### src/rtl/spu_fetch_pkg.sv
// Shared sizes and queue entry type for the SPU instruction fetch path.
package spu_fetch_pkg;
   localparam int FQ_DEPTH = 8;
   localparam int PC_W     = 8;
   localparam int INSTR_W  = 32;
   localparam int FQ_IDX_W = $clog2(FQ_DEPTH);
   localparam int FQ_CNT_W = FQ_IDX_W + 1;

   typedef struct packed {
      logic [0:INSTR_W-1] instr;
      logic [PC_W-1:0]    pc;
   } fq_entry_t;
endpackage

### src/rtl/fetch_queue.sv
// Circular fetch queue: pushes a full pair, pops 0..2 entries from the head per cycle.
module fetch_queue
   import spu_fetch_pkg::*;
(
   input  logic                clk,
   input  logic                reset,
   input  logic                flush,
   input  logic                push,
   input  fq_entry_t           push_entry0,
   input  fq_entry_t           push_entry1,
   input  logic [1:0]          pop_cnt,
   output fq_entry_t           head0,
   output fq_entry_t           head1,
   output logic [FQ_CNT_W-1:0] count
);
   fq_entry_t           mem_q [FQ_DEPTH];
   fq_entry_t           mem_d [FQ_DEPTH];
   logic [FQ_IDX_W-1:0] head_q, head_d, tail_q, tail_d;
   logic [FQ_IDX_W-1:0] head_nx, tail_nx;
   logic [FQ_CNT_W-1:0] count_q, count_d;

   always_comb begin
      head_nx = head_q + FQ_IDX_W'(1);
      tail_nx = tail_q + FQ_IDX_W'(1);
      mem_d   = mem_q;
      head_d  = head_q + FQ_IDX_W'(pop_cnt);
      tail_d  = tail_q;
      count_d = count_q + (push ? FQ_CNT_W'(2) : FQ_CNT_W'(0)) - FQ_CNT_W'(pop_cnt);
      if (push) begin
         mem_d[tail_q]  = push_entry0;
         mem_d[tail_nx] = push_entry1;
         tail_d         = tail_q + FQ_IDX_W'(2);
      end
      // Flush drops everything, including a pop or push in the same cycle.
      if (flush) begin
         head_d  = '0;
         tail_d  = '0;
         count_d = '0;
      end
   end

   always_ff @(posedge clk) begin
      if (reset) begin
         head_q  <= '0;
         tail_q  <= '0;
         count_q <= '0;
      end else begin
         head_q  <= head_d;
         tail_q  <= tail_d;
         count_q <= count_d;
      end
   end

   always_ff @(posedge clk) begin
      mem_q <= mem_d;
   end

   assign head0 = mem_q[head_q];
   assign head1 = mem_q[head_nx];
   assign count = count_q;
endmodule

### src/rtl/instr_fetch.sv
// Dual-issue instruction fetch: pair requests into a fetch queue, registered issue of up to two.
module instr_fetch
   import spu_fetch_pkg::*;
(
   input  logic               clk,
   input  logic               reset,
   output logic               imem_rd,
   output logic [PC_W-1:0]    imem_addr,
   input  logic [0:INSTR_W-1] imem_data0,
   input  logic [0:INSTR_W-1] imem_data1,
   input  logic               stall,
   input  logic               branch_taken,
   input  logic [PC_W-1:0]    pc_wb,
   output logic [0:INSTR_W-1] instr0,
   output logic [0:INSTR_W-1] instr1,
   output logic [PC_W-1:0]    pc0,
   output logic [PC_W-1:0]    pc1,
   output logic               valid0,
   output logic               valid1,
   output logic               first1
);
   localparam int BUD_W = FQ_CNT_W + 1;

   logic [PC_W-1:0]     fpc_q, fpc_d, req_pc_q, req_pc_d;
   logic                epoch_q, epoch_d, inflight_q, inflight_d, tag_q, tag_d;
   logic                valid0_q, valid0_d, valid1_q, valid1_d;
   fq_entry_t           out0_q, out0_d, out1_q, out1_d;
   fq_entry_t           head0, head1, push_entry0, push_entry1;
   logic [FQ_CNT_W-1:0] fq_count;
   logic [BUD_W-1:0]    budget;
   logic                push;
   logic [1:0]          pop_cnt;

   always_comb begin
      // Reserve room for the pair already in flight plus the one requested now.
      budget      = BUD_W'(fq_count) + (inflight_q ? BUD_W'(2) : BUD_W'(0)) + BUD_W'(2);
      imem_rd     = ~reset & ~branch_taken & (budget <= BUD_W'(FQ_DEPTH));
      push        = ~reset & ~branch_taken & inflight_q & (tag_q == epoch_q);
      push_entry0 = '{instr: imem_data0, pc: req_pc_q};
      push_entry1 = '{instr: imem_data1, pc: req_pc_q + PC_W'(1)};
      pop_cnt     = 2'd0;
      if (!reset && !branch_taken && !stall)
         pop_cnt = (fq_count >= FQ_CNT_W'(2)) ? 2'd2 : fq_count[1:0];

      fpc_d      = fpc_q;
      req_pc_d   = fpc_q;
      epoch_d    = epoch_q ^ branch_taken;
      inflight_d = imem_rd;
      tag_d      = epoch_q;
      if (branch_taken)
         fpc_d = pc_wb;
      else if (imem_rd)
         fpc_d = fpc_q + PC_W'(2);

      valid0_d = valid0_q;
      valid1_d = valid1_q;
      out0_d   = out0_q;
      out1_d   = out1_q;
      if (branch_taken) begin
         valid0_d = 1'b0;
         valid1_d = 1'b0;
      end else if (!stall) begin
         valid0_d = pop_cnt != 2'd0;
         valid1_d = pop_cnt == 2'd2;
         out0_d   = head0;
         out1_d   = head1;
      end
   end

   always_ff @(posedge clk) begin
      if (reset) begin
         fpc_q      <= '0;
         req_pc_q   <= '0;
         epoch_q    <= 1'b0;
         inflight_q <= 1'b0;
         tag_q      <= 1'b0;
         valid0_q   <= 1'b0;
         valid1_q   <= 1'b0;
         out0_q     <= '0;
         out1_q     <= '0;
      end else begin
         fpc_q      <= fpc_d;
         req_pc_q   <= req_pc_d;
         epoch_q    <= epoch_d;
         inflight_q <= inflight_d;
         tag_q      <= tag_d;
         valid0_q   <= valid0_d;
         valid1_q   <= valid1_d;
         out0_q     <= out0_d;
         out1_q     <= out1_d;
      end
   end

   fetch_queue u_fetch_queue (
      .clk         (clk),
      .reset       (reset),
      .flush       (branch_taken),
      .push        (push),
      .push_entry0 (push_entry0),
      .push_entry1 (push_entry1),
      .pop_cnt     (pop_cnt),
      .head0       (head0),
      .head1       (head1),
      .count       (fq_count)
   );

   assign imem_addr = fpc_q;
   assign instr0    = out0_q.instr;
   assign instr1    = out1_q.instr;
   assign pc0       = out0_q.pc;
   assign pc1       = out1_q.pc;
   assign valid0    = valid0_q;
   assign valid1    = valid1_q;
   assign first1    = 1'b0;
endmodule

### config.mk
export PLATFORM = sky130hd
export DESIGN_NAME = instr_fetch
export DESIGN_NICKNAME = d
export VERILOG_FILES = /design/src/rtl/spu_fetch_pkg.sv /design/src/rtl/fetch_queue.sv /design/src/rtl/instr_fetch.sv
export SDC_FILE = /design/constraint.sdc
export NUM_CORES = 1
export LEC_CHECK = 0
export ABC_AREA = 1
export CORE_UTILIZATION = 34
export DETAILED_ROUTE_END_ITERATION = 8
export PLACE_DENSITY = 0.52
export REMOVE_ABC_BUFFERS = 1
export SETUP_SLACK_MARGIN = 0.15
export SYNTH_ARGS = -nofsm -noshare
export SYNTH_HDL_FRONTEND = slang
export SYNTH_SLANG_ARGS = --single-unit
export TNS_END_PERCENT = 50
### constraint.sdc
create_clock -name clk -period 14.2 [get_ports clk]
set_input_delay 2.84 -clock clk [delete_from_list [all_inputs] [get_ports clk]]
set_output_delay 2.84 -clock clk [all_outputs]
set_load 0.01 [all_outputs]
# Word-level counts from Yosys, hierarchy flattened

Index checks and enable logic that the tools add are counted.

Register bits after elaboration: 431
Bits of input ports: 76
Output and inout port bits: 92
Word-level logic and storage cells: 91

Add/subtract/negate cells: 10
Order comparisons: 8
Equality and inequality tests: 2
Mux-type cells: 18
Bitwise gates (word level): 12
Reductions and logical operators: 11

Operators by type and width:

| cell                                                              | number |
|---|---|
| bitwise mux 320 bit                                               | 2 |
| binary-select mux 40 bit (select 3 bit)                           | 2 |
| demux 40 bit (select 3 bit)                                       | 2 |
| two-way mux 40 bit                                                | 6 |
| greater-or-equal comparator 4 bit, second input constant          | 4 |
| two-way mux 8 bit                                                 | 2 |
| inverter 3 -> 4 bit                                               | 4 |
| adder 8 x 1 -> 8 bit, second input constant                       | 1 |
| adder 8 x 2 -> 8 bit, second input constant                       | 1 |
| less-than comparator 4 x 1 -> 1 bit, second input constant        | 2 |
| two-way mux 2 bit                                                 | 4 |
| adder 3 x 1 -> 3 bit, second input constant                       | 2 |
| adder 4 x 2 -> 5 bit                                              | 1 |
| adder 5 x 2 -> 5 bit, second input constant                       | 1 |
| less-or-equal comparator 5 x 4 -> 1 bit, second input constant    | 1 |
| adder 4 bit                                                       | 1 |
| AND 1 bit                                                         | 4 |
| greater-or-equal comparator 4 x 2 -> 1 bit, second input constant | 1 |
| logical AND 1 bit                                                 | 4 |
| nonzero test 2 bit                                                | 2 |
| subtractor 4 x 2 -> 4 bit                                         | 1 |
| adder 3 x 2 -> 3 bit                                              | 1 |
| adder 3 x 2 -> 3 bit, second input constant                       | 1 |
| zero test 1 bit                                                   | 3 |
| other kinds (6)                                                   | 8 |

# Logic depth before layout (Yosys ltp)

Gate-level depths: netlist of the first run.

Depth after elaboration: 7
Depth in mapped cells: 14
Depth with buffers taken out: 14

# By module

A second synthesis of the first run with hierarchy kept.

Cell total of the unflattened synthesis: 3039
Area total of the unflattened synthesis: 22770.6 sq um

By module, submodules not included:

| module      | times used | cells an instance | area an instance (sq um) | sequential area each (sq um) |
|---|---|---|---|---|
| fetch_queue | 1          | 2525              | 18890.6                  | 9789.4 |
| instr_fetch | 1          | 514               | 3880.0                   | 2021.9 |

# Worst setup path before layout of the first run

No wires, ideal clock.

Path type: input-to-reg
From: in branch_taken
To: reg u_fetch_queue.mem_q[0] (netlist bit) (enable)
Library setup time: 519 ps
Arrival: 6849 ps
Required time: 13681 ps
Path slack: 6832 ps
Stages: 4
Buffers on the path: 1
Path through: buf_4 -> nor2_2 -> nand3_1 -> nor2_1

Longest elaborated chain between the ends: 4

Ends and longest elaborated chain:

| what                            | line              | source |
|---|---|---|
| from (decl)                     | instr_fetch.sv:12 | `input logic branch_taken,` |
| inverter 1 bit (no source line) | n/a               |  |
| AND 1 bit (3 in a row)          | instr_fetch.sv:38 | `push = ~reset & ~branch_taken & inflight_q & (tag_q == epoch_q);` |
| to (signal assigned)            | fetch_queue.sv:55 | `mem_q <= mem_d;` |
| to (decl)                       | fetch_queue.sv:16 | `fq_entry_t mem_q [FQ_DEPTH];` |

Every way passes these cells.
A chain may end at the register's enable or synchronous reset.

# Final worst setup path of the first run

From: in reset
To: out imem_rd

Longest elaborated chain between the ends: 3

Ends and longest elaborated chain:

| what                   | line              | source |
|---|---|---|
| from (decl)            | instr_fetch.sv:6  | `input logic reset,` |
| inverter 1 bit         | instr_fetch.sv:37 | `imem_rd = ~reset & ~branch_taken & (budget <= BUD_W'(FQ_DEPTH));` |
| AND 1 bit (2 in a row) | instr_fetch.sv:37 |  |
| to (decl)              | instr_fetch.sv:7  | `output logic imem_rd,` |

Every way passes these cells.

==> metrics.yaml, run 1 <==
status:
  status: "finished, final reports clean"
worst_setup_path:
  cp.required_ps: 11360
  end_kind: "output pin"
  rrSetupSlack_ps: 10590
  r2r-end: "instr1[13]$_SDFFE_PP0P_"
  r2r_cells: 7
  crit_arrival_ps: 4890
  crit_path_max_fanout: 12
  critPathLaunchType: "input port"
  r2r-start: "u_fetch_queue.head_q[1]$_SDFF_PP0_"
  setup.worst_path.class: "input port to output pin"
clock_network:
  cts_tree: "built"
  cts_buffers: 50
  hold_buffers: 0
  cts_buffer_depth: 3
  clk_latency_ps: 590
  cts_resized: 0
  path_clk_slew_ps: 60
  cts_setup_buffers: 0
  clock_sinks: 430
  cts.htree.levels: 2
  cts_root_buf: "clkbuf_16"
floorplan:
  rows: 91
  start_util_pct: 34.5
  dieArea_um2: 63900
  die_w_um: 253
  pin_count: 168
  die_y_um: 253
  core_um2: 61900
synthesis:
  ys_warn_count: 0
  synth.yosys.seq_area_share_pct: 55.2
  syn_area_um2: 21400
  yosys.area_share.adder_pct: 1.09
  synth_xor_area_share_pct: 0.485
  ys_types: 30
  synth_compound_area_share_pct: 9.67
  synth_mux_area_share_pct: 0
  avgSynthCellArea_um2: 8.31
  ys_seq_elements: 430
  syn_inst: 2576
  synth_top_family_by_area: "simple AND/OR/NAND/NOR gates"
  yosys.area_share.simple_pct: 22.7
hold_path:
  hold_class: "flop to flop"
  min_to: "imem_addr[0]$_SDFFE_PP0P_"
  hold-path-cell-count: 2
  min-delay-start: "imem_addr[0]$_SDFFE_PP0P_"
timing:
  finalCritPeriodShare_pct: 54.4
  skew_ps: 23.2
  grt_setup_unrepaired: "false"
  fin_crit_ps: 7730
  hold_slack_ps: 482
  slew_violations: 0
  fmaxAchievable_mhz: 129
  finalSetupTns_ps: 0
  tightestPinTransition_ps: 1110
  slew-limit-headroom_pct: 26.0
  hold_violations: 0
  setup_viol: 0
route:
  drt_iter0_markers: 1040
  antenna_left: 0
  vias_per_cell: 4.95
  totalWireLength_um: 61800
  drt_pass1_iterations: 6
  routedWlPerCell_um: 17.5
  drcViolationCount: 0
  vias: 17500
grt:
  grt.busiest_layer: "met2"
  antenna_found_initial: 1
  met1_usage_pct: 24.7
  met3_usage_pct: 3.28
  grtUsageMet2_pct: 32.7
  gr-usage-all-layers_pct: 19.2
  grt_pass1_vias: 16800
  grt_max_degree: 130
  overflow: 0
  grt_pass1_wl_um: 94400
cells_and_area:
  n_fill_cell: 6069
  area_growth_pct: 17.5
  finalNetCount: 2746
  seq_area_um2: 11800
  drive_above_1_share_pct: 4.20
  multi_input_area_um2: 7330
  mostFrequentLayoutCells: "nand2_1, inv_1, edfxtp_1"
  layout.cells.non_filler: 3531
  final_common_cell: "nand2_1"
power:
  leakagePower_nw: 10.8
  powerDensity_nw_per_um2: 110
  ir_drop_uv: 95.1
  power_w: 0.00277
placement:
  place_hpwl_um: 34800
  port_buffers: 166
  place.gp.congestion: 0.802
  dp.cells: 3437
flow_run:
  drv_cap: 0
==> area by class of cell <==
class	count	area share, %
Sequential cell	430	47.0
Inverter	401	6.01
Tap cell	837	4.17
Clock inverter	11	0.319
Timing Repair Buffer	191	7.36
Antenna cell	2	0.0199
Clock buffer	81	5.93
Multi-Input combinational cell	1578	29.2
==> per-stage QoR <==
step	util (%)	setup slack [ps]	area, um2
6_report	40.6	6470	25100
5_1_grt	40.6	6290	25100
3_3_place_gp	38.0	6520	23600
4_1_cts	40.6	6490	25100
2_1_floorplan	-	776	20600
3_5_place_dp	38.0	6500	23600
==> per-layer routing <==
layer / routed length (um) / part of all wire, %
met1: 27000 / 44
met2: 29300 / 47
met3: 3940 / 6.4
met4: 1590 / 2.6
met5: 0 / 0
==> power breakdown <==
part | internal [W] | leakage (nW) | switching (W) | total, W
combinational | 0.0000674 | 6.25 | 0.0000805 | 0.000148
sequential | 0.00137 | 3.77 | 0.0000154 | 0.00138
clock | 0.000731 | 0.762 | 0.000510 | 0.00124
total | 0.00217 | 10.8 | 0.000606 | 0.00277
==> registers in the layout (all words and copies together), names as in the netlist <==
signal	flops
u_fetch_queue.head_q	3
req_pc_q	8
inflight_q	1
instr0	32
valid0	1
pc1	8
valid1	1
u_fetch_queue.tail_q	2
u_fetch_queue.count	4
instr1	32
u_fetch_queue.mem_q	320
epoch_q	1
pc0	8
imem_addr	8
tag_q	1
==> critical path: stages <==
cell and delay [ps]:
clkdlybuf4s50_1 670, nor2_2 410, nand2_1 260, inv_1 150, clkdlybuf4s50_1 550
==> synth_stat cells, drive strengths merged <==
cell type	number	share of area (%)
nor2	71	1.3
o21ai	180	4.2
ha	17	0.99
dfxtp	110	10
fa	1	0.094
o211ai	94	3.3
nand3	315	7.4
conb	1	0.018
a41oi	1	0.041
and2	1	0.029
clkbuf	89	1.6
xnor2	5	0.24
a21oi	86	2.0
nand2	793	14
xor2	6	0.25
edfxtp	320	45
buf	78	2.2
nand4	3	0.088
o21bai	3	0.11
clkinv	2	0.035
inv	399	7.0
or2	1	0.029
==> cells by family after synthesis <==
family / count (synthesis)
adder cells (fa/ha/maj): 18
buffers and inverters: 568
AND/OR/NAND/NOR: 1184
flip-flops: 430
XOR/XNOR: 11
AO/OA/AOI/OAI: 364
other: 1
==> worst max path at each step <==
stage | startpoint | to | cells past startpoint
after floorplan | u_fetch_queue.head_q[0]$_SDFF_PP0_ | instr1[1]$_SDFFE_PP0P_ | 6
after global placement | reset | imem_rd | 5
after detailed placement | reset | imem_rd | 5
after CTS | reset | imem_rd | 5
after global routing | reset | imem_rd | 5
final | reset | imem_rd | 5
No activity file was read; power rests on OpenSTA's default activity.
==> inputs of run 2 (changes only) <==
- PLACE_DENSITY: 0.52 -> 0.54
- clock period: 14.2 -> 6.2 ns (I/O delays scaled with it)
==> run 2 against run 1 <==
Die area did not move; combinational power up 130%; clock power grew to 2.6 times the previous value; power grew 140%; wire length decreased by 1.3%; first-iteration DRC count is 33% higher; largest power group is now the clock network.
==> metrics.yaml, run 2 (synthesized netlist as in run 1, its figures left out) <==
status:
  status: "finished, final reports clean"
worst_setup_path:
  crit_path_max_fanout: 12  # unchanged
  r2r_cells: 5  # -2
  crit_arrival_ps: 3300  # -1590 ps
  critPathLaunchType: "input port"
  r2r-end: "u_fetch_queue.mem_q[298]$_DFFE_PP_"
  cp.required_ps: 4960  # -6400 ps
  end_kind: "output pin"
  setup.worst_path.class: "input port to output pin"
  rrSetupSlack_ps: 2680  # -7910 ps
  r2r-start: "u_fetch_queue.tail_q[1]$_SDFFE_PP0P_"
cells_and_area:
  antennaDiodeCount: 0  # -2
  n_fill_cell: 6133  # +1.1%
  layout.cells.non_filler: 3535  # +0.11%
  drive_above_1_share_pct: 4.82  # +0.62 points
  area_growth_pct: 18.7
  finalNetCount: 2750  # +0.15%
  final_common_cell: "nand2_1"
  design_area_um2: 25400  # +1.1%
  mostFrequentLayoutCells: "nand2_1, inv_1, edfxtp_1"
  largest_register_ffs: 320  # unchanged
  largest-register: "u_fetch_queue.mem_q"
timing:
  hold_violations: 0  # unchanged
  setup_viol: 0  # unchanged
  slew-limit-headroom_pct: 20.9  # -5.1 points
  fin_ws_ps: 1660  # -4810 ps
  hold_slack_ps: 480  # -1.80 ps
  slew_violations: 0  # unchanged
  fin_crit_ps: 4540
  fmaxAchievable_mhz: 220
  finalCritPeriodShare_pct: 73.2
  tightestPinTransition_ps: 1190  # +76.1 ps
  finalSetupTns_ps: 0  # unchanged
  grt_setup_unrepaired: "false"
  skew_ps: 25.9  # +2.71 ps
grt:
  antenna_found_initial: 2  # +1
  overflow: 0  # unchanged
  grt_pass1_wl_um: 94200  # -0.14%
  gr-usage-all-layers_pct: 19.0  # -0.20 points
  grt_max_degree: 122  # -6.2%
  grt_pass1_vias: 16800  # +0.27%
route:
  routedWlPerCell_um: 17.3  # -1.5%
  drcViolationCount: 0  # unchanged
  vias_per_cell: 4.92  # -0.72%
  vias: 17400  # -0.61%
  antenna_left: 0  # unchanged
  drt_pass1_iterations: 5  # -1
  totalWireLength_um: 61000  # -1.3%
  drt_iter0_markers: 1387  # +33%
placement:
  port_buffers: 166  # unchanged
  place_hpwl_um: 35400  # +1.7%
  place_ws_ps: 1600  # -4910 ps
  post_dp_cell_area_um2: 23600  # +0.21%
  place.gp.congestion: 0.801  # -0.17%
  dp.cells: 3440  # +0.087%
power:
  leakagePower_nw: 10.9  # +1.2%
  ir_drop_uv: 181  # +91%
  powerDensity_nw_per_um2: 263  # +140%
hold_path:
  min-delay-start: "epoch_q$_SDFF_PP0_"
  min_to: "tag_q$_SDFF_PP0_"
  hold_class: "flop to flop"
  hold-path-cell-count: 2  # unchanged
floorplan:
  die_y_um: 253  # unchanged
  dieArea_um2: 63900  # unchanged
  pin_count: 168  # unchanged
  start_util_pct: 34.5  # unchanged
  rows: 91  # unchanged
  core_um2: 61900  # unchanged
  die_w_um: 253  # unchanged
clock_network:
  cts_buffer_depth: 3  # unchanged
  cts_resized: 0  # unchanged
  cts.htree.levels: 2  # unchanged
  cts_tree: "built"
  clock_sinks: 430  # unchanged
  clk_latency_ps: 610  # +20 ps
  path_clk_slew_ps: 60  # about the same
  cts_setup_buffers: 0  # unchanged
  cts_buffers: 51  # +2.0%
  hold_buffers: 0  # unchanged
  cts_root_buf: "clkbuf_16"
flow_run:
  drv_cap: 0  # unchanged
run 2: cell types whose count changed in the layout (fill, tap and decap cells not counted), moves of 2 or more:
cell        before  now
diode_2          2    0
clkbuf_8         8    5
clkinvlp_4       1    3
buf_12           0    2
clkinv_2         5   11
clkbuf_1        21    9
bufinv_16        1    9
run 2: critical path, stage by stage:
cell             delay (ps)
clkdlybuf4s50_1         660
nor2_2                  430
nand2_1                 270
inv_1                   140
clkdlybuf4s50_1         540
run 2: layer usage:
layer / vias to the layer above / GRT usage [%] / part of all wire [%]
li1: 8509 / - / -
met1: 8264 / 24.7 / 43
met4: 4 / 5.63 / 2.4
met5: - / 0 / 0.039
met2: 498 / 32.1 / 48
met3: 104 / 3.44 / 6.5
run 2: layout make-up:
cell class              count  area (um2)  area share, %
multi-input cells        1578        7330           28.9
well taps                 837        1050           4.12
repair buffers            194        1900           7.47
clock buffers              66        1400           5.53
inverters                 401        1510           5.95
clock inverters            29         389           1.53
flip-flops and latches    430       11800           46.5
run 2: where the power goes:
part	switching (W)	internal, W	total [W]
sequential	0.0000346	0.00313	0.00316
combinational	0.000187	0.000155	0.000342
clock	0.00122	0.00197	0.00319
total	0.00144	0.00525	0.00669
run 2: how the worst max path moves through the flow:
stage                                                     to                                from  slack [ps]
after global routing                                 imem_rd                               reset        1480
after floorplan                       instr1[1]$_SDFFE_PP0P_  u_fetch_queue.head_q[0]$_SDFF_PP0_       -7220
final                                                imem_rd                               reset        1660
after global placement    u_fetch_queue.mem_q[271]$_DFFE_PP_                               reset        1650
after CTS                                            imem_rd                               reset        1640
after detailed placement  u_fetch_queue.mem_q[286]$_DFFE_PP_                               reset        1600
run 2: per-stage QoR:
| step | total power, W | util [%] |
|---|---|---|
| 2_1_floorplan | 0.00336 | - |
| 3_3_place_gp | 0.00356 | 38.1 |
| 3_5_place_dp | 0.00357 | 38.1 |
| 4_1_cts | 0.00677 | 41.0 |
| 5_1_grt | 0.00693 | 41.0 |
| 6_report | 0.00669 | 41.0 |
==> inputs of run 3 (changes only) <==
- PLACE_DENSITY: 0.54 -> 0.52
- clock period: 6.2 -> 4.6 ns (I/O delays scaled with it)
==> run 3 against run 2 <==
Critical path depth increased by 8; clock power increased by 27%; global-route usage increased by 0.29 points; die area unchanged; via count about the same; power increased by 31%; clock skew decreased by 12 ps; hold slack got worse by 4.2 ps; non-clock buffer count increased by 3; worst setup slack got worse by 880 ps; highest routed layer unchanged.
==> metrics.yaml, run 3 (synthesized netlist as in run 1, its figures left out) <==
route:
  totalWireLength_um: 61900  # +1.5%
  vias: 17400  # +0.098%
  drt_iter0_markers: 1407  # +1.4%
  routedWlPerCell_um: 17.5  # +1.5%
  vias_per_cell: 4.92  # about the same
  antenna_left: 0  # unchanged
  drcViolationCount: 0  # unchanged
  drt_pass1_iterations: 5  # unchanged
grt:
  grt_max_degree: 133  # +9.0%
  met1_usage_pct: 25.2  # +0.46 points
  met3_usage_pct: 2.71  # -0.73 points
  antenna_found_initial: 2  # unchanged
  grtUsageMet2_pct: 32.6  # +0.51 points
  overflow: 0  # unchanged
  grt.busiest_layer: "met2"
  gr-usage-all-layers_pct: 19.3  # +0.29 points
  grt_pass1_vias: 17100  # +1.4%
  grt_pass1_wl_um: 94900  # +0.75%
cells_and_area:
  final_common_cell: "nand2_1"
  mostFrequentLayoutCells: "nand2_1, inv_1, edfxtp_1"
  design_area_um2: 25400  # -0.16%
  largest_register_ffs: 320  # unchanged
  largest-register: "u_fetch_queue.mem_q"
  n_fill_cell: 6144  # +0.18%
  area_growth_pct: 18.5
  finalNetCount: 2752  # +0.073%
  drive_above_1_share_pct: 4.85  # +0.033 points
placement:
  port_buffers: 166  # unchanged
  place.gp.congestion: 0.792  # -1.1%
  place_ws_ps: 768  # -827 ps
  post_dp_cell_area_um2: 23700  # +0.25%
  place_hpwl_um: 35100  # -0.84%
power:
  leakagePower_nw: 10.9  # about the same
  powerDensity_nw_per_um2: 346  # +31%
  ir_drop_uv: 271  # +49%
clock_network:
  cts_buffer_depth: 3  # unchanged
  clk_latency_ps: 590  # -20 ps
  cts.htree.levels: 2  # unchanged
  cts_setup_buffers: 0  # unchanged
  cts_buffers: 50  # -2.0%
  clock_sinks: 430  # unchanged
  cts_tree: "built"
  path_clk_slew_ps: 60  # about the same
  cts_root_buf: "clkbuf_16"
  hold_buffers: 0  # unchanged
  cts_resized: 0  # unchanged
worst_setup_path:
  setup.worst_path.class: "flop to output pin"
  crit_family: "buffers and inverters"
  crit_arrival_ps: 2900  # -400 ps
  cp.required_ps: 3680  # -1280 ps
  slowest_delay_ps: 550  # -110 ps
  critical_path_buf_inv_count: 5  # +2
  critPathLaunchType: "flop"
  crit_chain: "inv_1 -> ha_1 -> inv_1 -> ha_1 -> inv_1 -> ha_1 -> nand2_1 -> nor2_1 -> nand2_1 -> nand2_1 -> nand2_1 -> inv_1 -> clkdlybuf4s50_1"
  slowest_stage: "clkdlybuf4s50_1"
  crit_path_max_fanout: 8  # -4
  end_kind: "output pin"
timing:
  fin_crit_ps: 3820
  finalCritPeriodShare_pct: 83.1
  grt_setup_unrepaired: "false"
  fin_ws_ps: 780  # -884 ps
  slew-limit-headroom_pct: 20.1  # -0.82 points
  skew_ps: 13.7  # -12.2 ps
  slew_violations: 0  # unchanged
  setup_viol: 0  # unchanged
  hold_slack_ps: 476  # -4.22 ps
  hold_violations: 0  # unchanged
  tightestPinTransition_ps: 1200  # +12.3 ps
  fmaxAchievable_mhz: 262
floorplan:
  core_um2: 61900  # unchanged
  pin_count: 168  # unchanged
  dieArea_um2: 63900  # unchanged
  die_y_um: 253  # unchanged
  start_util_pct: 34.5  # unchanged
  die_w_um: 253  # unchanged
  rows: 91  # unchanged
flow_run:
  drv_cap: 0  # unchanged
status:
  status: "finished, final reports clean"
hold_path:
  hold_class: "flop to flop"
-- run 3: worst paths after layout --
path                                           endpoint  slack [ps]  cells after the start                          startpoint
worst max-delay path                            imem_rd         780                     13               inflight_q$_SDFF_PP0_
worst max register to register  instr1[11]$_SDFFE_PP0P_        1690                      7  u_fetch_queue.head_q[0]$_SDFF_PP0_
worst min-delay path             req_pc_q[0]$_SDFF_PP0_         480                      2           imem_addr[0]$_SDFFE_PP0P_
worst min register to register   req_pc_q[0]$_SDFF_PP0_         480                      2           imem_addr[0]$_SDFFE_PP0P_
-- run 3: where the power goes --
group | internal (W) | switching, W
combinational | 0.000210 | 0.000248
clock | 0.00245 | 0.00161
sequential | 0.00422 | 0.0000460
-- run 3: cell type report --
type	count	area (um2)	area share, %
antenna	1	2.50	0.00987
timing repair buffer	197	1960	7.72
clock inverter	17	163	0.641
multi-input combinational	1578	7330	28.9
clock buffer	77	1530	6.02
sequential	430	11800	46.6
inverter	401	1510	5.95
tap	837	1050	4.13
-- run 3: metrics by stage --
step	cells	util (%)	setup TNS [ps]	power, W
after CTS	3537	40.9	0	0.00888
after global routing	3537	40.9	0	0.00907
after global placement	3443	38.2	0	0.00480
after floorplan	2409	-	-940390	0.00452
after detailed placement	3443	38.2	0	0.00481
final	3538	40.9	0	0.00878
-- run 3: worst reg2reg max path, stage by stage, from the launching register on --
cell	delay, ps
dfxtp_4	820
ha_4	520
clkinv_2	510
buf_12	410
nand3_1	160
nand3_1	90
nand2_1	190
a21oi_1	80
-- run 3: metal layers --
| layer | routed length [um] | share of wire, % | vias up |
|---|---|---|---|
| li1 | - | - | 8517 |
| met1 | 27500 | 44 | 8228 |
| met2 | 29100 | 47 | 530 |
| met3 | 3820 | 6.2 | 119 |
| met4 | 1520 | 2.5 | 2 |
| met5 | 11 | 0.018 | - |
